`config.mk`:
```
export PLATFORM = sky130hd
export DESIGN_NAME = rdata_chan_mngr
export DESIGN_NICKNAME = d
export VERILOG_FILES = /design/src/rtl/rdata_chan_mngr.sv
export SDC_FILE = /design/constraint.sdc
export NUM_CORES = 1
export LEC_CHECK = 0
export ABC_CLOCK_PERIOD_IN_PS = 7300
export CORE_ASPECT_RATIO = 1.75
export CORE_UTILIZATION = 51
export DETAILED_ROUTE_END_ITERATION = 16
export PLACE_DENSITY = 0.86
export SLEW_MARGIN = 15
export SYNTH_ARGS = -nofsm -noshare
export SYNTH_HDL_FRONTEND = slang
export SYNTH_SLANG_ARGS = --single-unit
```
`constraint.sdc`:
```
create_clock -name clk -period 7.3 [get_ports clk]
set_input_delay 1.825 -clock clk [delete_from_list [all_inputs] [get_ports clk]]
set_output_delay 1.825 -clock clk [all_outputs]
set_load 0.005 [all_outputs]
```
`src/rtl/rdata_chan_mngr.sv`:
```
// Manager-side R-channel receiver: packs a fixed 4-beat, 32-bit burst into one 128-bit word.
// Optional burst protocol checking (rlast position, rid consistency) is enabled by RDAT_M_LASTCHK_EN.
module rdata_chan_mngr (
    input  logic         clk,
    input  logic         rst,
    input  logic         rvalid,
    output logic         rready,
    input  logic [3:0]   rid,
    input  logic [31:0]  rdata,
    input  logic         rlast,
    output logic         rdata_m_valid,
    output logic [3:0]   rdata_m_id,
    output logic [127:0] rdata_m_data,
    output logic         rdata_m_err,
    input  logic         finish_rdata_m
);

    localparam int unsigned BEAT_W  = 32;
    localparam int unsigned ID_W    = 4;
    localparam int unsigned CNT_W   = 2;
    localparam int unsigned WORD_W  = 128;

    typedef enum logic [1:0] {
        RDAT_MIDLE = 2'b00,
        RDAT_MRECV = 2'b01,
        RDAT_MFULL = 2'b10,
        RDAT_MDEFO = 2'b11
    } state_t;

    state_t              r_state;
    state_t              w_next;
    logic [CNT_W-1:0]    r_beat_cntr;
    logic [ID_W-1:0]     r_id;
    logic [WORD_W-1:0]   r_data;
    logic                w_accept;
    logic                w_last_beat;

    assign rready        = (r_state == RDAT_MIDLE) | (r_state == RDAT_MRECV);
    assign w_accept      = rvalid & rready;
    assign w_last_beat   = (r_beat_cntr == CNT_W'(3));
    assign rdata_m_valid = (r_state == RDAT_MFULL);
    assign rdata_m_id    = r_id;
    assign rdata_m_data  = r_data;

    always_ff @(posedge clk or posedge rst) begin
        if (rst) begin
            r_state <= RDAT_MIDLE;
        end else begin
            r_state <= w_next;
        end
    end

    // Burst termination is purely count based; unknown encodings fall into the sticky trap state.
    always_comb begin
        w_next = r_state;
        case (r_state)
            RDAT_MIDLE: if (w_accept) w_next = RDAT_MRECV;
            RDAT_MRECV: if (w_accept && w_last_beat) w_next = RDAT_MFULL;
            RDAT_MFULL: if (finish_rdata_m) w_next = RDAT_MIDLE;
            default:    w_next = RDAT_MDEFO;
        endcase
    end

    // Beat n lands in bits [32n+31:32n]; the ID is taken from beat 0 only.
    always_ff @(posedge clk or posedge rst) begin
        if (rst) begin
            r_beat_cntr <= '0;
            r_id        <= '0;
            r_data      <= '0;
        end else if (w_accept) begin
            if (r_state == RDAT_MIDLE) begin
                r_data[BEAT_W-1:0] <= rdata;
                r_id               <= rid;
                r_beat_cntr        <= CNT_W'(1);
            end else begin
                r_data[{r_beat_cntr, 5'd0} +: BEAT_W] <= rdata;
                r_beat_cntr                           <= r_beat_cntr + CNT_W'(1);
            end
        end
    end

`ifdef RDAT_M_LASTCHK_EN
    logic r_err_lat;

    // Sticky per-burst error; cleared on the edge that releases the assembled word.
    always_ff @(posedge clk or posedge rst) begin
        if (rst) begin
            r_err_lat <= 1'b0;
        end else if ((r_state == RDAT_MFULL) && finish_rdata_m) begin
            r_err_lat <= 1'b0;
        end else if (w_accept) begin
            if (r_state == RDAT_MIDLE) begin
                if (rlast) r_err_lat <= 1'b1;
            end else if ((rlast != w_last_beat) || (rid != r_id)) begin
                r_err_lat <= 1'b1;
            end
        end
    end

    assign rdata_m_err = r_err_lat;
`else
    logic w_unused;

    assign w_unused    = &{1'b0, rlast};
    assign rdata_m_err = 1'b0;
`endif

endmodule

```
Word-level counts from Yosys, hierarchy flattened
Index checks and enable logic that the tools add are counted.
{"block": "totals", "input_bits": 41, "ff_bits": 136, "out_inout_bits": 135, "wordCells": 30}
{"block": "op_classes", "bitwise": 3, "n_reduce_logical": 5, "shift": 2, "n_eq_ne": 6, "add_sub_neg": 2, "mux": 7}
{"op": "$bwmux 128", "n": 1}
{"op": "$shift 32x9->128 const A", "n": 1}
{"op": "$shiftx 32x9->128", "n": 1}
{"op": "$mux 32", "n": 1}
{"op": "$neg 7->9", "n": 1}
{"op": "$mux 2", "n": 4}
{"op": "$pmux 2 s3", "n": 1}
{"op": "$eq 2x2->1 const B", "n": 2}
{"op": "$ne 2x1->1 const B", "n": 2}
{"op": "$reduce_and 2->1", "n": 2}
{"op": "$reduce_and 3->1", "n": 1}
{"op": "$add 2x1->2 const B", "n": 1}
{"op": "$eq 2x1->1 const B", "n": 1}
{"op": "$logic_not 2->1", "n": 1}
{"op": "$ne 2x2->1 const B", "n": 1}
{"op": "$and 1x1->1", "n": 1}
{"op": "$logic_and 1x1->1", "n": 1}
{"op": "$not 1->1", "n": 1}
{"op": "$or 1x1->1", "n": 1}

Logic depth before layout (Yosys ltp)
{"block": "depth", "word_depth": 6, "mapped_depth": 7}

Least setup slack after synthesis
Ideal clock, no wire load.
{"block": "synth_path", "kind": "reg-to-output", "startpoint": "reg r_state[1]", "endpoint": "out rready", "path_slack_ns": 4.420, "path_stages_with_launch": 5, "t_arrival_ns": 1.055, "required_ns": 5.475, "path_buffers": 1, "path_cell_list": "dfrtp_1 > inv_1 > ha_1 > buf_4 > or2_2"}
{"block": "synth_via", "elab_chain_len": 2, "word_cells_on_any_way": 3, "cone_classes": "eq/ne: 1; bitwise: 1; reduce/logical: 1"}
{"element": "start: declaration", "line_no": "30", "source": "state_t r_state;"}
{"element": "start signal: assignment", "line_no": "49", "source": "r_state <= w_next;"}
{"element": "$eq 2x1->1 / $logic_not 2->1 (equally long branches)", "line_no": "38", "source": "assign rready = (r_state == RDAT_MIDLE) | (r_state == RDAT_MRECV);"}
{"element": "$or 1x1->1 (*)", "line_no": "38"}
{"element": "end: declaration", "line_no": "7", "source": "output logic rready,"}
Every way passes the cells marked *; elsewhere a longest branch is shown, timed or not.

Worst setup path in the final report
Ends and elaborated chain as after synthesis.

==> impl_metrics.json <==
{
  "outcome": "finished clean",
  "ctsLongestPathBuffers": 2,
  "viasPerCell": 5.63,
  "fin_worst_hold_slack_ps": 480,
  "start_kind": "flip-flop",
  "critPathMaxFanout": 9,
  "setup_viol": 0,
  "drc": 0,
  "ctsHoldBuffers": 0,
  "seq_area_um2": 3400,
  "die_w_um": 82.8,
  "gp_congestion": 0.874,
  "required_ps": 5480,
  "ctsHtreeMaxLevel": 4,
  "fillers": 804,
  "root_buffer": "clkbuf_16",
  "max_cap_violations": 0,
  "finalMaxSlewViolations": 0,
  "arrival_ps": 2110,
  "layout.nets": 777,
  "rsz0062_at_grt": "no",
  "netlist_instances": 577,
  "cts_setup_buffers": 0,
  "core_region_area_um2": 11100,
  "worst_clock_skew_ps": 8.86,
  "crit_type": "flip-flop to primary output",
  "yosys_warnings": 0,
  "multiInputGateArea_um2": 2090,
  "p_leak_nw": 3.48,
  "design.die.area_um2": 11900,
  "finalNonFillerCells": 872,
  "io_buffers": 173,
  "synth-seq-cells": 136,
  "mostFrequentLayoutCell": "nand2_1",
  "yosysSeqAreaShare_pct": 58.5,
  "max_freq_mhz": 254,
  "ys_types": 30,
  "holdCritPathClass": "flip-flop to flip-flop",
  "cts_made_buffers": 17,
  "synth_area_um2": 5820,
  "ir_drop_mv": 0.190,
  "hold_viol_final": 0,
  "dp_cells": 840,
  "grt_pass1_wl_mm": 25.5,
  "power_density_nw_per_um2": 203,
  "synth.net_count": 627,
  "r2r_slack_ps": 4600,
  "dr.pass1.iters": 4,
  "finalCritPeriodShare_pct": 54.0,
  "grt_max_degree": 72,
  "worstSkewPairLatency_ps": 410,
  "fin_crit_ps": 3940,
  "num_rows": 51,
  "cts_tree": "done",
  "final.setup.tns_ps": 0,
  "post-dp-hpwl_mm": 10.8,
  "vias": 4907,
  "synth.area.top_cells": "dfrtp_1 (58%), nand2_1 (13%), o21ai_1 (4.8%)",
  "syn_area_per_cell_um2": 10.1,
  "worstMarginPinSlew_ps": 1030,
  "postRouteAntennaNets": 0,
  "wl_per_cell_um": 18.8,
  "path_clk_slew_ps": 60,
  "cts.sinks": 136,
  "antenna_found_initial": 0,
  "die_y_um": 143,
  "final_cell_mix": "nand2_1 (194), clkdlybuf4s50_1 (172), dfrtp_1 (136), o21ai_1 (56)",
  "drive_above_1_share_pct": 8.24,
  "n_antenna_cell": 0,
  "yosysTopAreaCell": "dfrtp_1",
  "drt_wl_total_mm": 16.4,
  "end_kind": "primary output",
  "ios": 176,
  "track_usage_pct": 29.4,
  "start_util_pct": 52.4,
  "yosysTopAreaCellShare_pct": 58.5,
  "grt.overflow.total": 0,
  "syn_to_final_growth_pct": 37.6,
  "maxSlewHeadroom_pct": 31.2,
  "drtIter0Drc": 324,
  "cts_resized": 0,
  "grt_pass1_vias": 4916
}
kinds of logic (layout without fill, tap and decap cells):
family,after synthesis,count (layout),share of synthesized area [%]
multiplexers,6,6,1.12
buffers and inverters,53,216,5.61
AO/OA/AOI/OAI,136,136,15.2
AND/OR/NAND/NOR,236,236,17.6
adder cells (fa/ha/maj),9,9,1.93
other,1,1,0.0644
flip-flops,136,136,58.5
state kept, by name (all words and copies together), names as in the netlist:
register and flops:
rdata_m_id 4, r_state 2, rdata_m_data 128, r_beat_cntr 2
routing by layer:
layer  wire length, um  part of all wire (%)  global-route usage, %  vias up
li1                  -                     -                      -     2238
met1              5890                    36                   33.0     2407
met2              8660                    53                   50.3      206
met3               904                   5.5                   6.10       56
met4               951                   5.8                   16.9        0
met5                 0                     0                      0        -
synthesized netlist by cell type:
cell / number
nand2_1: 194
dfrtp_1: 136
o21ai_1: 56
nand3_1: 32
o2bb2ai_1: 32
o21ai_0: 30
buf_2: 12
buf_6: 12
o21ai_2: 10
ha_1: 9
clkbuf_1: 8
inv_1: 8
buf_1: 7
buf_4: 6
mux2_2: 4
nand4b_4: 3
a21oi_1: 2
mux2i_1: 2
nor2_1: 2
nor3b_4: 2
a21boi_0: 1
a21o_2: 1
a221oi_2: 1
a41oi_4: 1
and3b_2: 1
conb_1: 1
nand2_2: 1
o22a_1: 1
o22ai_1: 1
or2_2: 1
per-stage QoR:
stage / util [%] / power [W] / area, um2 / worst slack, ps
detailed placement: 67.0 / 0.000823 / 7440 / 3260
global placement: 67.0 / 0.000822 / 7440 / 3340
global route: 72.1 / 0.00167 / 8010 / 3250
CTS: 72.1 / 0.00163 / 8010 / 3330
floorplan: - / 0.000788 / 5820 / 1840
finish: 72.1 / 0.00162 / 8010 / 3360
critical path, stage by stage, from the launching register on:
cell and delay, ps:
dfrtp_1 400, inv_1 100, ha_1 470, or2_2 210, clkdlybuf4s50_1 510
power by group:
part,internal (W),switching [W]
sequential,0.000754,0
clock,0.000494,0.000320
combinational,0.0000209,0.0000343
total,0.00127,0.000354
path summary, 6_finish.rpt:
kind,startpoint,to,cells past startpoint
setup / recovery,r_state[1]$_DFFE_PP0P_,rready,4
hold / removal,rdata_m_data[83]$_DFFE_PP0P_,rdata_m_data[83]$_DFFE_PP0P_,2
setup reg to reg,r_state[1]$_DFFE_PP0P_,rdata_m_data[15]$_DFFE_PP0P_,5
hold reg to reg,rdata_m_data[83]$_DFFE_PP0P_,rdata_m_data[83]$_DFFE_PP0P_,2
max in group asynchronous,rst,rdata_m_data[33]$_DFFE_PP0P_,3
min in group asynchronous,rst,rdata_m_data[80]$_DFFE_PP0P_,2
cell type report:
cell class | count | share of cell area, %
Clock inverter | 11 | 1.20
Tap cell | 132 | 2.06
Inverter | 8 | 0.406
Multi-Input combinational cell | 388 | 26.1
Timing Repair Buffer | 176 | 21.8
Clock buffer | 21 | 5.87
Sequential cell | 136 | 42.5
No activity file was read; power rests on OpenSTA's default activity.
==> RTL edit 1 (same settings) <==
Re-encode `state_t` (4 states) as one-hot, 4 bits wide.
--- a/src/rtl/rdata_chan_mngr.sv
+++ b/src/rtl/rdata_chan_mngr.sv
@@ -22,7 +22,7 @@
 
-    typedef enum logic [1:0] {
-        RDAT_MIDLE = 2'b00,
-        RDAT_MRECV = 2'b01,
-        RDAT_MFULL = 2'b10,
-        RDAT_MDEFO = 2'b11
+    typedef enum logic [3:0] {
+        RDAT_MIDLE = 4'b0001,
+        RDAT_MRECV = 4'b0010,
+        RDAT_MFULL = 4'b0100,
+        RDAT_MDEFO = 4'b1000
     } state_t;
Behaviour: same outputs for any inputs over 4 cycles, from zero or initial values and one cycle with rst high; so few cycles prove little.
==> RTL edit 1 against the unedited design <==
  * Via count up 0.37%
  * Combinational power up 50%
  * Wire length up 2.8%
  * Sequential cell count up 2
  * Hold slack better by 0.030 ns
  * Power up 7.9%
  * Cell area up 9.7%
  * Clock power up 9.3%
  * Setup slack worse by 0.051 ns
  * Synthesized area up 8.5%
==> RTL edit 1: results (changes against the unedited design) <==
outcome=completed (unchanged); Clock buf/inv share=0.06978 (was 0.07078); critical path peak fanout=13 (was 9); multi-input gates=304 (was 388); Worst Hold Path Cells=1 (was 2); Place WS=3.118 ns (was 3.262 ns); synthesized netlist net count=654 (was 627); DRC=0 (unchanged); total global-route track usage=0.2714 (was 0.2945); met3 wire length=727 um (was 904 um); area used by multi-input combinational logic=2220 um^2 (was 2091 um^2); Hold Crit Start=rdata_m_id[3] (was rdata_m_data[83]); layout cells sized above 1=0.06607 (was 0.08243); sequential-to-total area share from yosys stat=0.5471 (was 0.5847); Repair and plain buffers=181 (was 176); WL met1=6.183 mm (was 5.893 mm); Hold Slack=0.5098 ns (was 0.4797 ns); WL met2=9.131 mm (was 8.659 mm); final core occ=0.7280 (was 0.7212); vias in the first global route=5,196 (was 4,916); non-clock buffer share of cell area=0.2039 (was 0.2184); CP peak stage delay=0.58 ns (was 0.51 ns); GR Util met1=0.2830 (was 0.3303); R2R depth=4 (was 5); slowest CP cell=dfrtp_1 (was clkdlybuf4s50_1); DR iter-0 viols=218 (was 324); Rel. slew slack=0.3689 (was 0.3118); first-pass GRT wire length=26.31 mm (was 25.49 mm); invs w/o clock=132 (was 8); Synth area leaders=dfrtp_1 54%, mux2i_1 20%, inv_1 7.8%, nand2_1 5.8%, o21ai_0 2.6% (was dfrtp_1 58%, nand2_1 13%, o21ai_1 4.8%, o2bb2ai_1 4.8%, nand3_1 2.8%); Inst Count DP=920 (was 840); largest net degree at the start of global routing=99 (was 72); crit share post-route=0.5466 (was 0.5396); Placement Cell Area=8173 um^2 (was 7441 um^2); DR vias/cell=5.173 (was 5.627); Clock Skew=0.008919 ns (was 0.008860 ns); wire per inst=17.72 um (was 18.82 um); most frequent cells after synthesis=137 x dfrtp_1, 132 x inv_1, 128 x mux2i_1, 98 x nand2_1, 33 x o21ai_0 (was 194 x nand2_1, 136 x dfrtp_1, 56 x o21ai_1, 32 x nand3_1, 32 x o2bb2ai_1); worst vdd ir=0.1981 mV (was 0.1899 mV); met3 Use GR=0.05368 (was 0.06095); Yosys reg bits=138 (was 136); gp weighted congestion=0.8217 (was 0.8741); Worst R2R End=rdata_m_data[33] (was rdata_m_data[15]); Pleak=4.884 nW (was 3.481 nW); Synth cell types=37 (was 30); syn_area_per_cell=10.39 um^2 (was 10.09 um^2); hold path endpoint=rdata_m_id[3] (was rdata_m_data[83]); crit path DAT=2.17 ns (was 2.11 ns); Worst path top cell family by delay=flip-flops (was buffers and inverters); Routed WL=16.87 mm (was 16.41 mm); GRT met2 Usage=0.4925 (was 0.5035); post-route cell area=8786 um^2 (was 8008 um^2); Syn. warnings=0 (unchanged); # fillers=865 (was 804); sequential cell area share=0.3932 (was 0.4250); NumNets Final=820 (was 777)
==> RTL edit 1: changes by cell type in the layout (fill, tap and decap cells not counted), moves of 31 or more <==
cell,delta
inv_1,+124
mux2i_1,+126
nand2_1,-96
nand3_1,-31
o21ai_1,-56
o2bb2ai_1,-32
==> RTL edit 1: kinds of logic (layout without fill, tap and decap cells) <==
logic type / after synthesis / after routing / share of synthesized area
multiplexers: 132 / 132 / 0.2100
flip-flops: 138 / 138 / 0.5471
adder cells (fa/ha/maj): 5 / 5 / 0.009907
other: 1 / 1 / 0.0005938
XOR/XNOR: 1 / 1 / 0.001387
AO/OA/AOI/OAI: 42 / 42 / 0.03725
AND/OR/NAND/NOR: 123 / 123 / 0.08797
buffers and inverters: 166 / 345 / 0.1058
==> RTL edit 1: where the power goes <==
group	internal [mW]	switching (mW)
Combinational	0.0407	0.0416
Sequential	0.774	0.00557
Clock	0.564	0.326
==> RTL edit 2 (same flow settings) <==
Without the edit above. Add a define of `RDAT_M_LASTCHK_EN`.
--- a/src/rtl/rdata_chan_mngr.sv
+++ b/src/rtl/rdata_chan_mngr.sv
@@ -2,2 +2,4 @@
 // Optional burst protocol checking (rlast position, rid consistency) is enabled by RDAT_M_LASTCHK_EN.
+`define RDAT_M_LASTCHK_EN
+
 module rdata_chan_mngr (
Formal check against the unedited RTL: not equivalent (Yosys sat finds a counterexample within 4 cycles, from zero or initial values and one cycle with rst high).
==> RTL edit 2 against the unedited design <==
  * Synthesized area shrank 5.5%
  * Power grew 3.4%
  * Sequential share of layout area grew 1.1 points
  * Combinational power shrank 9.6%
  * Setup slack gained 0.11 ns
  * Largest cell class unchanged
  * Critical path depth is the same
  * Highest routed layer unchanged
  * Wire length shrank 3.8%
  * Sequential cell count grew 1
  * Cell area shrank 1.7%
  * Largest power group unchanged
==> RTL edit 2: results (changes against the unedited design) <==
most frequent cells after synthesis=142 x nand2_1, 137 x dfrtp_1, 61 x o21ai_0, 39 x a22o_1, 20 x a22o_2 (was 194 x nand2_1, 136 x dfrtp_1, 56 x o21ai_1, 32 x nand3_1, 32 x o2bb2ai_1); cells after synthesis=495 (was 577); hold path endpoint=rdata_m_data[80] (was rdata_m_data[83]); post-synthesis compound-gate area fraction=0.1747 (was 0.1515); total global-route track usage=0.3024 (was 0.2945); worst vdd ir=0.1866 mV (was 0.1899 mV); crit path DAT=2.01 ns (was 2.11 ns); Placement Cell Area=7268 um^2 (was 7441 um^2); Register-to-Register Setup Slack=4.59 ns (was 4.60 ns); largest net degree at the start of global routing=85 (was 72); Worst R2R End=rdata_m_data[52] (was rdata_m_data[15]); Synth cell types=36 (was 30); first-pass GRT wire length=24.98 mm (was 25.49 mm); vias in the first global route=4,731 (was 4,916); Hold Crit Start=rdata_m_data[80] (was rdata_m_data[83]); final std cells w/o fill=800 (was 872); Hold Slack=0.4822 ns (was 0.4797 ns); layout cells sized above 1=0.1070 (was 0.08243); Post-Synth XOR/XNOR Area=0.007964 (was 0); RR Startpoint=r_beat_cntr[0] (was r_state[1]); # fillers=663 (was 804); crit path time final=3.832 ns (was 3.939 ns); critical path peak fanout=10 (was 9); DR iter-0 viols=256 (was 324); Pleak=3.437 nW (was 3.481 nW); Clock Skew=0.007909 ns (was 0.008860 ns); wire per inst=19.73 um (was 18.82 um); dpl hpwl=10.31 mm (was 10.82 mm); sequential-to-total area share from yosys stat=0.6234 (was 0.5847); gp weighted congestion=0.7692 (was 0.8741); Pre-Repair DR Iteration Count=5 (was 4); Inst Count DP=769 (was 840); Rel. slew slack=0.2916 (was 0.3118); Synth Area in Adders=0.02275 (was 0.01935); outcome=completed (unchanged)
## RTL edit 2: critical path, cell delays in order (launching register included)
cell	delay, ns
dfrtp_1	0.39
inv_1	0.09
ha_1	0.33
or2_2	0.33
clkdlybuf4s50_1	0.45
## RTL edit 2: where the power goes
| group | switching, mW | total (mW) | internal [mW] |
|---|---|---|---|
| logic | 0.0293 | 0.0498 | 0.0206 |
| clock network | 0.317 | 0.868 | 0.551 |
| registers | 0 | 0.760 | 0.760 |
| total | 0.346 | 1.68 | 1.33 |
## RTL edit 2: cell type report
class                           instances  share of cell area
Clock buffer                           19             0.05755
Tap cell                              127             0.02019
Inverter                                7            0.003657
Multi-Input combinational cell        318              0.2367
Sequential cell                       137              0.4356
Timing Repair Buffer                  180              0.2273
Clock inverter                         12             0.01892
## RTL edit 2: routing by layer
layer,up-vias,share of wire,GRT usage
met5,-,0,0
met4,0,0.054,0.1692
met3,50,0.052,0.07607
met2,207,0.54,0.5138
met1,2346,0.36,0.3366
li1,2025,-,-
